$ cat src/rtl/procesador_pkg.sv
// Shared processor definitions used by the data-memory arbiter.
//   arb_state_e  : data-RAM owner (CPU pipeline or host port)
//   DMEM_DATA_W  : default data RAM width
//   DMEM_ADDR_W  : default data RAM address width
package procesador_pkg;

    localparam int DMEM_DATA_W = 8;
    localparam int DMEM_ADDR_W = 10;

    typedef enum logic {
        S_CPU  = 1'b0,
        S_HOST = 1'b1
    } arb_state_e;

endpackage

$ cat src/rtl/dmem_arbiter_starve_counter.sv
// Saturating up-counter that measures how long a pending host request has
// been blocked by the CPU.
//   clk_sys  : clock
//   rst_b    : asynchronous active-low reset
//   clr      : synchronous clear (has priority over inc)
//   inc      : count one blocked cycle, saturating at MAX
//   max_hit  : count has reached MAX
module starve_counter #(
    parameter int WIDTH = 4,
    parameter int MAX   = 4
) (
    input  logic clk_sys,
    input  logic rst_b,
    input  logic clr,
    input  logic inc,
    output logic max_hit
);

    localparam logic [WIDTH-1:0] MAX_CNT = WIDTH'(MAX);

    logic [WIDTH-1:0] count_q;

    always_ff @(posedge clk_sys or negedge rst_b) begin
        if (!rst_b) begin
            count_q <= '0;
        end else if (clr) begin
            count_q <= '0;
        end else if (inc && (count_q != MAX_CNT)) begin
            count_q <= count_q + 1'b1;
        end
    end

    assign max_hit = (count_q == MAX_CNT);

endmodule

$ cat src/rtl/dmem_arbiter.sv
// Data-RAM arbiter: shares the single data RAM between the pipeline MEM stage
// and a host load/debug port. The CPU owns the RAM by default; a latched host
// request gets a one-cycle slot when the CPU is idle or (with
// DMEM_ARB_STARVE_GUARD_EN defined) after STARVE_MAX blocked cycles. Without
// the macro the CPU has strict priority.
//
// Ports:
//   Clock, Reset                         : clock, async active-low reset
//   iCpuReq/iCpuWe/iCpuAddr/iCpuData     : MEM-stage access
//   oCpuStall                            : MEM access not performed this cycle
//   iHostReq/oHostReady                  : host request handshake
//   iHostWe/iHostAddr/iHostData          : host request fields
//   oHostDone/oHostRdData                : completion pulse and read data
//   oRamWe/oRamRAddr/oRamWAddr/oRamWData : RAM control
//   iRamRData                            : RAM asynchronous read data
//
// FSM states:
//   state  | meaning
//   S_CPU  | RAM driven by the MEM stage, host waits
//   S_HOST | one-cycle host access from the latch, CPU stalled if requesting
module dmem_arbiter
    import procesador_pkg::*;
#(
    parameter int DATA_W     = DMEM_DATA_W,
    parameter int ADDR_W     = DMEM_ADDR_W,
    parameter int STARVE_MAX = 4
) (
    input  logic              Clock,
    input  logic              Reset,
    input  logic              iCpuReq,
    input  logic              iCpuWe,
    input  logic [ADDR_W-1:0] iCpuAddr,
    input  logic [DATA_W-1:0] iCpuData,
    output logic              oCpuStall,
    input  logic              iHostReq,
    output logic              oHostReady,
    input  logic              iHostWe,
    input  logic [ADDR_W-1:0] iHostAddr,
    input  logic [DATA_W-1:0] iHostData,
    output logic              oHostDone,
    output logic [DATA_W-1:0] oHostRdData,
    output logic              oRamWe,
    output logic [ADDR_W-1:0] oRamRAddr,
    output logic [ADDR_W-1:0] oRamWAddr,
    output logic [DATA_W-1:0] oRamWData,
    input  logic [DATA_W-1:0] iRamRData
);

    arb_state_e        state_q;
    arb_state_e        state_d;

    logic              pend_q;
    logic              host_we_q;
    logic [ADDR_W-1:0] host_addr_q;
    logic [DATA_W-1:0] host_data_q;
    logic              done_q;
    logic [DATA_W-1:0] rd_data_q;

    logic              host_accept;
    logic              starve_hit;
    logic [ADDR_W-1:0] ram_addr;

    assign host_accept = iHostReq & ~pend_q;
    assign oHostReady  = ~pend_q;
    assign oHostDone   = done_q;
    assign oHostRdData = rd_data_q;
    assign oRamRAddr   = ram_addr;
    assign oRamWAddr   = ram_addr;

`ifdef DMEM_ARB_STARVE_GUARD_EN
    logic starve_clr;
    logic starve_inc;

    assign starve_clr = ~pend_q | (state_q == S_HOST);
    assign starve_inc = pend_q & (state_q == S_CPU) & iCpuReq;

    starve_counter #(
        .WIDTH (4),
        .MAX   (STARVE_MAX)
    ) u_starve (
        .clk_sys (Clock),
        .rst_b   (Reset),
        .clr     (starve_clr),
        .inc     (starve_inc),
        .max_hit (starve_hit)
    );
`else
    // Strict CPU priority: the host only gets in on a CPU-idle cycle.
    logic unused_starve_cfg;
    assign unused_starve_cfg = ^STARVE_MAX;
    assign starve_hit        = 1'b0;
`endif

    always_ff @(posedge Clock or negedge Reset) begin
        if (!Reset) begin
            state_q <= S_CPU;
        end else begin
            state_q <= state_d;
        end
    end

    always_comb begin
        state_d   = state_q;
        oRamWe    = iCpuReq & iCpuWe;
        ram_addr  = iCpuAddr;
        oRamWData = iCpuData;
        oCpuStall = 1'b0;
        case (state_q)
            S_CPU: begin
                if (pend_q && (!iCpuReq || starve_hit)) begin
                    state_d = S_HOST;
                end
            end
            S_HOST: begin
                oRamWe    = host_we_q;
                ram_addr  = host_addr_q;
                oRamWData = host_data_q;
                oCpuStall = iCpuReq;
                state_d   = S_CPU;
            end
        endcase
    end

    // Host request latch. pend is always set during S_HOST, so a new request
    // cannot be accepted in the same edge that retires the current one.
    always_ff @(posedge Clock or negedge Reset) begin
        if (!Reset) begin
            pend_q      <= 1'b0;
            host_we_q   <= 1'b0;
            host_addr_q <= '0;
            host_data_q <= '0;
        end else if (state_q == S_HOST) begin
            pend_q <= 1'b0;
        end else if (host_accept) begin
            pend_q      <= 1'b1;
            host_we_q   <= iHostWe;
            host_addr_q <= iHostAddr;
            host_data_q <= iHostData;
        end
    end

    always_ff @(posedge Clock or negedge Reset) begin
        if (!Reset) begin
            done_q    <= 1'b0;
            rd_data_q <= '0;
        end else begin
            done_q <= (state_q == S_HOST);
            if ((state_q == S_HOST) && !host_we_q) begin
                rd_data_q <= iRamRData;
            end
        end
    end

endmodule
$ cat config.mk
export PLATFORM = sky130hd
export DESIGN_NAME = dmem_arbiter
export DESIGN_NICKNAME = d
export VERILOG_FILES = /design/src/rtl/procesador_pkg.sv /design/src/rtl/dmem_arbiter_starve_counter.sv /design/src/rtl/dmem_arbiter.sv
export SDC_FILE = /design/constraint.sdc
export NUM_CORES = 1
export LEC_CHECK = 0
export ABC_CLOCK_PERIOD_IN_PS = 2200
export BUFFER_PORTS_ARGS = -buffer_cell sky130_fd_sc_hd__clkbuf_2
export CAP_MARGIN = 5
export CORE_ASPECT_RATIO = 0.9
export CORE_UTILIZATION = 41
export CTS_BUF_LIST = sky130_fd_sc_hd__clkbuf_2 sky130_fd_sc_hd__clkbuf_4 sky130_fd_sc_hd__clkbuf_8
export DETAILED_ROUTE_END_ITERATION = 12
export PLACE_DENSITY = 0.83
export SYNTH_ARGS = -nofsm -noshare
export SYNTH_HDL_FRONTEND = slang
export SYNTH_HIERARCHICAL = 1
export SYNTH_SLANG_ARGS = --single-unit
export TNS_END_PERCENT = 5
$ cat constraint.sdc
create_clock -name Clock -period 2.2 [get_ports Clock]
set_clock_uncertainty 0.1 [all_clocks]
set_input_delay 0.44 -clock Clock [delete_from_list [all_inputs] [get_ports Clock]]
set_output_delay 0.44 -clock Clock [all_outputs]
set_load 0.02 [all_outputs]
==> flow_summary.toml, run 1 <==
[outcome]
status = "complete, no violations"

[yosys]
syn_nets = 151
synth_common_cells = "mux2_2 (35), dfrtp_1 (30), buf_4 (10), mux2_4 (10), buf_2 (3)"
seq_area_frac_synth = 0.507
ys_ff_latch = 30
yosysMostFrequentCell = "mux2_2"
synth_cells = 101
synth_area_leaders = "dfrtp_1 (51%), mux2_2 (27%), mux2_4 (10%), buf_4 (5.1%), buf_6 (1.5%)"
synthDominantCellAreaShare = 0.507
post-synth-top-area-cell = "dfrtp_1"
netlist_area_mm2 = 0.00148
synth_cell_type_count = 15
synthArstFlopShare = 1.00
yosysWarnings = 6
syn_area_per_cell_um2 = 14.7
synthFlopType = "dfrtp_1"
synth_edf_count = 0

[die]
pin_count = 90
initial_utilization = 0.435
core.rowCount = 20
coreArea_mm2 = 0.00340
die_width_um = 65.4
die_area_mm2 = 0.00386
die_h_um = 59.0

[grt]
grt_max_degree = 31
antenna_found_initial = 0
grt_pass1_wl_um = 4490
grt_pass1_vias = 1025
grt.total_usage = 0.161
gr-total-overflow = 0

[detailed_routing]
drtIter0Drc = 24
final_antenna_net_count = 0
via_count = 1067
drt_pass1_iterations = 3
via_per_inst = 4.66
routedWlPerCell_um = 12.1
drcViolationCount = 0
wl_um = 2760

[timing]
timing.final.crit_share = 0.922
rsz0062_at_grt = "no"
fin_crit_ns = 2.03
drv_slew = 0
fmaxAchievable_mhz = 493
setup_violations = 0
setup_ws_ns = 0.172
hold_viol_final = 0
worst_pin_slew_ns = 0.713
setup_tns_ns = 0
slew_headroom = 0.524

[setup_path]
critPathLaunchType = "register"
rrSetupSlack_ns = 0.37
timing_worst_setup_path_type = "register to output pin"
worstReg2RegStart = "state_q"
worstPathArrival_ns = 1.49
endpoint_kind = "output pin"
crit_required_ns = 1.66
rr_worst_depth = 4
worstReg2RegEnd = "host_data_q[5]"
worstPathMaxFanout = 22

[cts]
holdBufCountCts = 0
tritoncts = "done"
cts_buffers = 5
cts_buffer_depth = 2
htreeDepth = 2
cts_root_buffer = "clkbuf_8"
clkTransAtPathRegs_ns = 0.06
clock-sinks = 30
cts_resized = 0
cts_setup_buffers = 0
insertion_delay_ns = 0.27

[finish]
num-fill-cells = 292
multi_input_area_um2 = 601
drive_above_1_share = 0.789
nNetsFinal = 234
antennaDiodeCount = 0
area_growth_pct = 35.9
final_cells = 229
sequential_cell_area_um2 = 751

[run]
drv_cap = 0

[placed_design]
pre_cts_slack_ns = 0.388
io_buffers = 89
place.detailed.hpwl_um = 2130
placed_cells = 221
place_congestion = 0.685

[hold_path]
hp-class = "input pin to async pin"

[pwr]
power_density_mw_per_mm2 = 1220
peakVddDrop_mv = 0.702
power.leakage_nw = 1.03
==> sequential cells by signal, summed over array words and instances (netlist names) <==
name	cells
host_addr_q	10
host_data_q	8
oHostRdData	8
host_we_q	1
oHostDone	1
pend_q	1
state_q	1
==> layer usage <==
metal,vias to the layer above,part of all wire,track usage
met1,503,0.43,0.194
met3,7,0.073,0.0462
li1,502,-,-
met2,55,0.48,0.259
met4,0,0.017,0.0932
met5,-,0,0
==> kinds of logic after synthesis <==
family,synth area share
AO/OA/AOI/OAI,0.00338
AND/OR/NAND/NOR,0.0304
buffers and inverters,0.0921
multiplexers,0.367
flip-flops,0.507
==> cell usage in the layout (no fill, tap or decap) <==
| cell | synthesis | routed |
|---|---|---|
| and2_1 | 1 | 1 |
| buf_12 | 1 | 2 |
| mux2_2 | 35 | 35 |
| inv_1 | 1 | 1 |
| nor2_1 | 2 | 2 |
| buf_4 | 10 | 1 |
| clkbuf_8 | 0 | 8 |
| nor3b_4 | 0 | 1 |
| dfrtp_1 | 30 | 30 |
| o21ai_0 | 1 | 1 |
| nor2b_1 | 1 | 1 |
| nor3_1 | 1 | 1 |
| nand2_1 | 2 | 2 |
| clkbuf_2 | 0 | 89 |
| mux2_4 | 10 | 10 |
==> critical path: stages, from the launching register on <==
cell and delay (ns):
dfrtp_1 0.48, buf_12 0.21, mux2_2 0.36, clkbuf_2 0.16
==> stage by stage <==
stage	instance area (um^2)	power (mW)	hold slack, ns	util
2_1_floorplan	1480	1.70	0.0444	-
3_3_place_gp	1900	1.95	0.390	0.559
3_5_place_dp	1900	1.97	0.389	0.559
4_1_cts	2010	2.50	0.133	0.592
5_1_grt	2010	2.62	0.168	0.592
6_report	2010	2.46	0.108	0.592
==> final cells by class <==
| class | instances | area share |
|---|---|---|
| Clock buffer | 8 | 0.0547 |
| Sequential cell | 30 | 0.373 |
| Multi-Input combinational cell | 54 | 0.298 |
| Inverter | 1 | 0.00186 |
| Timing Repair Buffer | 92 | 0.245 |
| Tap cell | 44 | 0.0273 |
==> worst max-delay path by stage <==
| stage | slack, ns | start | cells after the start | end |
|---|---|---|---|---|
| finish | 0.17 | state_q | 3 | oRamRAddr[4] |
| global route | 0.11 | state_q | 3 | oRamRAddr[7] |
| CTS | 0.15 | state_q | 3 | oRamWAddr[3] |
| detailed placement | 0.39 | state_q | 4 | host_data_q[5] |
| global placement | 0.44 | state_q | 4 | host_data_q[5] |
| floorplan | 0.42 | state_q | 4 | oRamWAddr[0] |
==> power by group <==
group / internal, mW / switching (mW)
Sequential: 0.804 / 0.135
Combinational: 0.514 / 0.501
Clock: 0.315 / 0.190
Power figures use the tool's default switching activity.
==> run 2: changes to the inputs <==
--- a/config.mk
+++ b/config.mk
@@ -8,11 +8,13 @@
 export ABC_CLOCK_PERIOD_IN_PS = 2200
 export BUFFER_PORTS_ARGS = -buffer_cell sky130_fd_sc_hd__clkbuf_2
 export CAP_MARGIN = 5
+export CELL_PAD_IN_SITES_DETAIL_PLACEMENT = 0
+export CELL_PAD_IN_SITES_GLOBAL_PLACEMENT = 1
 export CORE_ASPECT_RATIO = 0.9
-export CORE_UTILIZATION = 41
+export CORE_UTILIZATION = 36
 export CTS_BUF_LIST = sky130_fd_sc_hd__clkbuf_2 sky130_fd_sc_hd__clkbuf_4 sky130_fd_sc_hd__clkbuf_8
 export DETAILED_ROUTE_END_ITERATION = 12
-export PLACE_DENSITY = 0.83
+export PLACE_DENSITY_LB_ADDON = 0.1
 export SYNTH_ARGS = -nofsm -noshare
 export SYNTH_HDL_FRONTEND = slang
 export SYNTH_HIERARCHICAL = 1
==> run 2 against run 1 <==
Net effect: register-to-register slack better by 0.04 ns; final cell count is 1.3% higher; first-iteration DRC count stayed put; clock power is 10% lower; highest routed layer unchanged.
==> flow_summary.toml, run 2 (synthesized netlist as in run 1, its figures left out) <==
[detailed_routing]
wl_um = 2780
drtIter0Drc = 24
via_count = 1055
routedWlPerCell_um = 12.0
via_per_inst = 4.55
drcViolationCount = 0
final_antenna_net_count = 0
drt_pass1_iterations = 2

[timing]
worst_pin_slew_ns = 0.727
hold_viol_final = 0
slew_headroom = 0.515
setup_ws_ns = 0.135
setup_violations = 0
fmaxAchievable_mhz = 484
drv_slew = 0
setup_tns_ns = 0
timing.final.crit_share = 0.939
rsz0062_at_grt = "no"
fin_crit_ns = 2.06

[setup_path]
worstReg2RegStart = "state_q"
worstReg2RegEnd = "host_data_q[3]"
rrSetupSlack_ns = 0.41
endpoint_kind = "output pin"
critPathLaunchType = "register"
timing_worst_setup_path_type = "register to output pin"
crit_start = "state_q"
crit_required_ns = 1.66
worstPathArrival_ns = 1.52
worstPathMaxFanout = 18
rr_worst_depth = 4

[hold_path]
hp-class = "input pin to async pin"

[grt]
grt_pass1_vias = 1000
grt.total_usage = 0.132
antenna_found_initial = 0
gr-total-overflow = 0
grt_max_degree = 31
grt_pass1_wl_um = 4470

[cts]
cts_buffers = 5
cts_buffer_depth = 2
holdBufCountCts = 0
cts_setup_buffers = 0
cts_resized = 0
clkTransAtPathRegs_ns = 0.06
tritoncts = "done"
clock-sinks = 30
cts_root_buffer = "clkbuf_8"
htreeDepth = 2
insertion_delay_ns = 0.27

[finish]
area_growth_pct = 34.7
num-fill-cells = 360
largest_reg_flops = 10
nNetsFinal = 235
most-common-layout-cells = "clkbuf_2 (89), mux2_2 (35), dfrtp_1 (30), mux2_4 (10), clkbuf_8 (6)"
final_common_cell = "clkbuf_2"
top_register = "host_addr_q"
drive_above_1_share = 0.790
utilization = 0.520
antennaDiodeCount = 0

[die]
core.rowCount = 21
coreArea_mm2 = 0.00384
die_h_um = 62.9
die_area_mm2 = 0.00438
die_width_um = 69.6
initial_utilization = 0.386
pin_count = 90

[pwr]
finalPower_mw = 2.40
peakVddDrop_mv = 0.465
power.leakage_nw = 1.02
power_density_mw_per_mm2 = 1200

[run]
drv_cap = 0

[placed_design]
io_buffers = 89
place.detailed.hpwl_um = 2130
pre_cts_slack_ns = 0.397
place_congestion = 0.737

[outcome]
status = "complete, no violations"
==> run 2: area by class of cell <==
| class | instances | area [um^2] | share of cell area |
|---|---|---|---|
| flip-flops and latches | 30 | 751 | 0.376 |
| multi-input cells | 54 | 601 | 0.301 |
| repair buffers | 93 | 488 | 0.245 |
| clock buffers | 6 | 82.6 | 0.0414 |
| well taps | 46 | 57.6 | 0.0288 |
| clock inverters | 2 | 12.5 | 0.00627 |
| inverters | 1 | 3.75 | 0.00188 |
==> run 2: how the worst max path moves through the flow <==
stage          depth (start not counted)              to
2_1_floorplan                          4    oRamWAddr[0]
3_3_place_gp                           3    oRamRAddr[6]
3_5_place_dp                           4  host_data_q[3]
4_1_cts                                3    oRamWAddr[1]
5_1_grt                                3    oRamRAddr[9]
6_report                               3    oRamWAddr[1]
==> run 2: worst max-delay path, cell delays in order, from the launching register on <==
cell and delay, ns:
dfrtp_1 0.52, buf_12 0.21, mux2_2 0.35, clkbuf_2 0.16
==> run 2: stage by stage <==
step	hold WS, ns	instance area, um^2	std cells
finish	0.110	2000	232
global placement	0.383	1900	224
detailed placement	0.391	1900	224
global route	0.180	2000	232
CTS	0.133	2000	232
floorplan	0.0444	1480	101
==> run 2: where the power goes <==
part	switching, mW	leakage, nW	total [mW]	internal (mW)
sequential	0.136	0.353	0.939	0.803
combinational	0.497	0.624	1.01	0.510
clock	0.203	0.0472	0.454	0.251
==> run 2: per-layer routing <==
metal	part of all wire	wire, um	track usage	vias up
met5	0	0	0	-
met4	0.014	39	0.0600	0
met3	0.088	245	0.0468	8
met2	0.49	1350	0.223	50
met1	0.41	1140	0.151	495
li1	-	-	-	502
==> run 3: changes to the inputs <==
--- a/config.mk
+++ b/config.mk
@@ -5,7 +5,7 @@
 export SDC_FILE = /design/constraint.sdc
 export NUM_CORES = 1
 export LEC_CHECK = 0
-export ABC_CLOCK_PERIOD_IN_PS = 2200
+export ABC_CLOCK_PERIOD_IN_PS = 2400
 export BUFFER_PORTS_ARGS = -buffer_cell sky130_fd_sc_hd__clkbuf_2
 export CAP_MARGIN = 5
 export CELL_PAD_IN_SITES_DETAIL_PLACEMENT = 0
==> constraint.sdc (replaced) <==
create_clock -name Clock -period 2.4 [get_ports Clock]
set_clock_uncertainty 0.1 [all_clocks]
set_input_delay 0.48 -clock Clock [delete_from_list [all_inputs] [get_ports Clock]]
set_output_delay 0.48 -clock Clock [all_outputs]
set_load 0.02 [all_outputs]
==> run 3 against run 2 <==
Net effect: combinational power down 9%; largest power group unchanged; total power down 8.3%; count of clock-buffer cells in the layout unchanged; core utilization unchanged; routed wire length up 0.86%; sequential cell count unchanged; highest routed layer unchanged; setup slack better by 0.15 ns; critical endpoint unchanged; clock power down 7.3%; final cell count unchanged; via count down 0.57%; design area unchanged; hold slack better by 0.041 ns.
==> flow_summary.toml, run 3 (synthesized netlist as in run 1, its figures left out) <==
[setup_path]
crit_chain = "buf_4 -> mux2_2 -> clkbuf_2"
cpPeakStageDelay_ns = 0.51
critPathLaunchType = "register"
cp-endpoint = "oRamWAddr[1]"
timing_worst_setup_path_type = "register to output pin"
crit_cells = 3
endpoint_kind = "output pin"
path_buf_inv = 2
rr_worst_depth = 3
rrSetupSlack_ns = 0.51
worstReg2RegEnd = "oHostRdData[2]"
critPathSlowestCell = "dfrtp_1"
worstReg2RegStart = "state_q"
crit_start = "state_q"
worstPathMaxFanout = 8
worstPathArrival_ns = 1.54
crit_required_ns = 1.82
crit_family = "flip-flops"

[cts]
cts_buffers = 5
htreeDepth = 2
holdBufCountCts = 0
cts_setup_buffers = 0
cts_buffer_depth = 2
clkTransAtPathRegs_ns = 0.06
insertion_delay_ns = 0.28
tritoncts = "done"
cts_resized = 0
cts_root_buffer = "clkbuf_8"
clock-sinks = 30

[finish]
antennaDiodeCount = 0
top_register = "host_addr_q"
final_cells = 232
most-common-layout-cells = "clkbuf_2 (89), mux2_2 (35), dfrtp_1 (30), mux2_4 (10), clkbuf_8 (6)"
area_growth_pct = 34.7
largest_reg_flops = 10
final_common_cell = "clkbuf_2"
drive_above_1_share = 0.790
nNetsFinal = 235

[detailed_routing]
via_count = 1049
via_per_inst = 4.52
final_antenna_net_count = 0
routedWlPerCell_um = 12.1
drt_pass1_iterations = 2
drcViolationCount = 0
drtIter0Drc = 27
wl_um = 2810

[die]
die_h_um = 62.9
core.rowCount = 21
coreArea_mm2 = 0.00384
die_width_um = 69.6
pin_count = 90
die_area_mm2 = 0.00438
initial_utilization = 0.386

[pwr]
power.share.sequential = 0.390
p_sw_mw = 0.768
internal_power_mw = 1.43
power_density_mw_per_mm2 = 1100
power.leakage_nw = 1.02
peakVddDrop_mv = 0.461
netSwitchingFraction = 0.349
finalPower_mw = 2.20
p_clk_frac = 0.191
pwr-share-comb = 0.419

[grt]
grt_pass1_wl_um = 4640
grt_pass1_vias = 1026
gr-total-overflow = 0
grt_max_degree = 31
grt.total_usage = 0.138
antenna_found_initial = 0

[placed_design]
pre_cts_slack_ns = 0.479
io_buffers = 89
place.detailed.hpwl_um = 2140
place_congestion = 0.757
placed_cells = 224

[hold_path]
hp-class = "input pin to async pin"

[timing]
worst_pin_slew_ns = 0.737
drv_slew = 0
hold_viol_final = 0
fin_crit_ns = 2.12
setup_violations = 0
timing.final.crit_share = 0.882
slew_headroom = 0.509
setup_ws_ns = 0.284
setup_tns_ns = 0
fmaxAchievable_mhz = 473
rsz0062_at_grt = "no"

[run]
drv_cap = 0

[outcome]
status = "complete, no violations"
run 3: cell counts in the layout (fill, tap and decap cells not counted):
No cell type changed its count.
run 3: power groups by stage:
stage                     Sequential [mW]  Combinational [mW]  Clock [mW]
after floorplan                     0.922               0.641           0
after global placement              0.856               0.921           0
after detailed placement            0.868               0.936           0
after CTS                           0.861               0.939       0.438
after global routing                0.893               0.991       0.460
final                               0.857               0.922       0.421
run 3: final cells by class:
type | instances | area [um^2]
Sequential cell | 30 | 751
Fill cell | 361 | 1840
Inverter | 1 | 3.75
Timing Repair Buffer | 93 | 488
Clock buffer | 6 | 82.6
Clock inverter | 2 | 12.5
Tap cell | 46 | 57.6
Multi-Input combinational cell | 54 | 601
run 3: worst min path at each step:
stage	to	slack, ns	depth (start not counted)
after CTS	oHostRdData[0]	0.18	1
final	oHostRdData[0]	0.15	1
after global placement	host_data_q[1]	0.38	1
after global routing	oHostRdData[0]	0.22	1
after floorplan	host_addr_q[0]	0.08	0
after detailed placement	host_addr_q[8]	0.39	1
run 3: metrics by stage:
stage	hold slack, ns	cell area [um^2]	utilization
floorplan	0.0844	1480	-
global placement	0.384	1900	0.495
detailed placement	0.395	1900	0.495
CTS	0.176	2000	0.520
global route	0.217	2000	0.520
finish	0.151	2000	0.520
run 3: per-layer routing:
metal | GRT usage | share of wire
met1 | 0.168 | 0.44
met2 | 0.211 | 0.45
met3 | 0.0500 | 0.087
met4 | 0.0750 | 0.020
met5 | 0 | 0
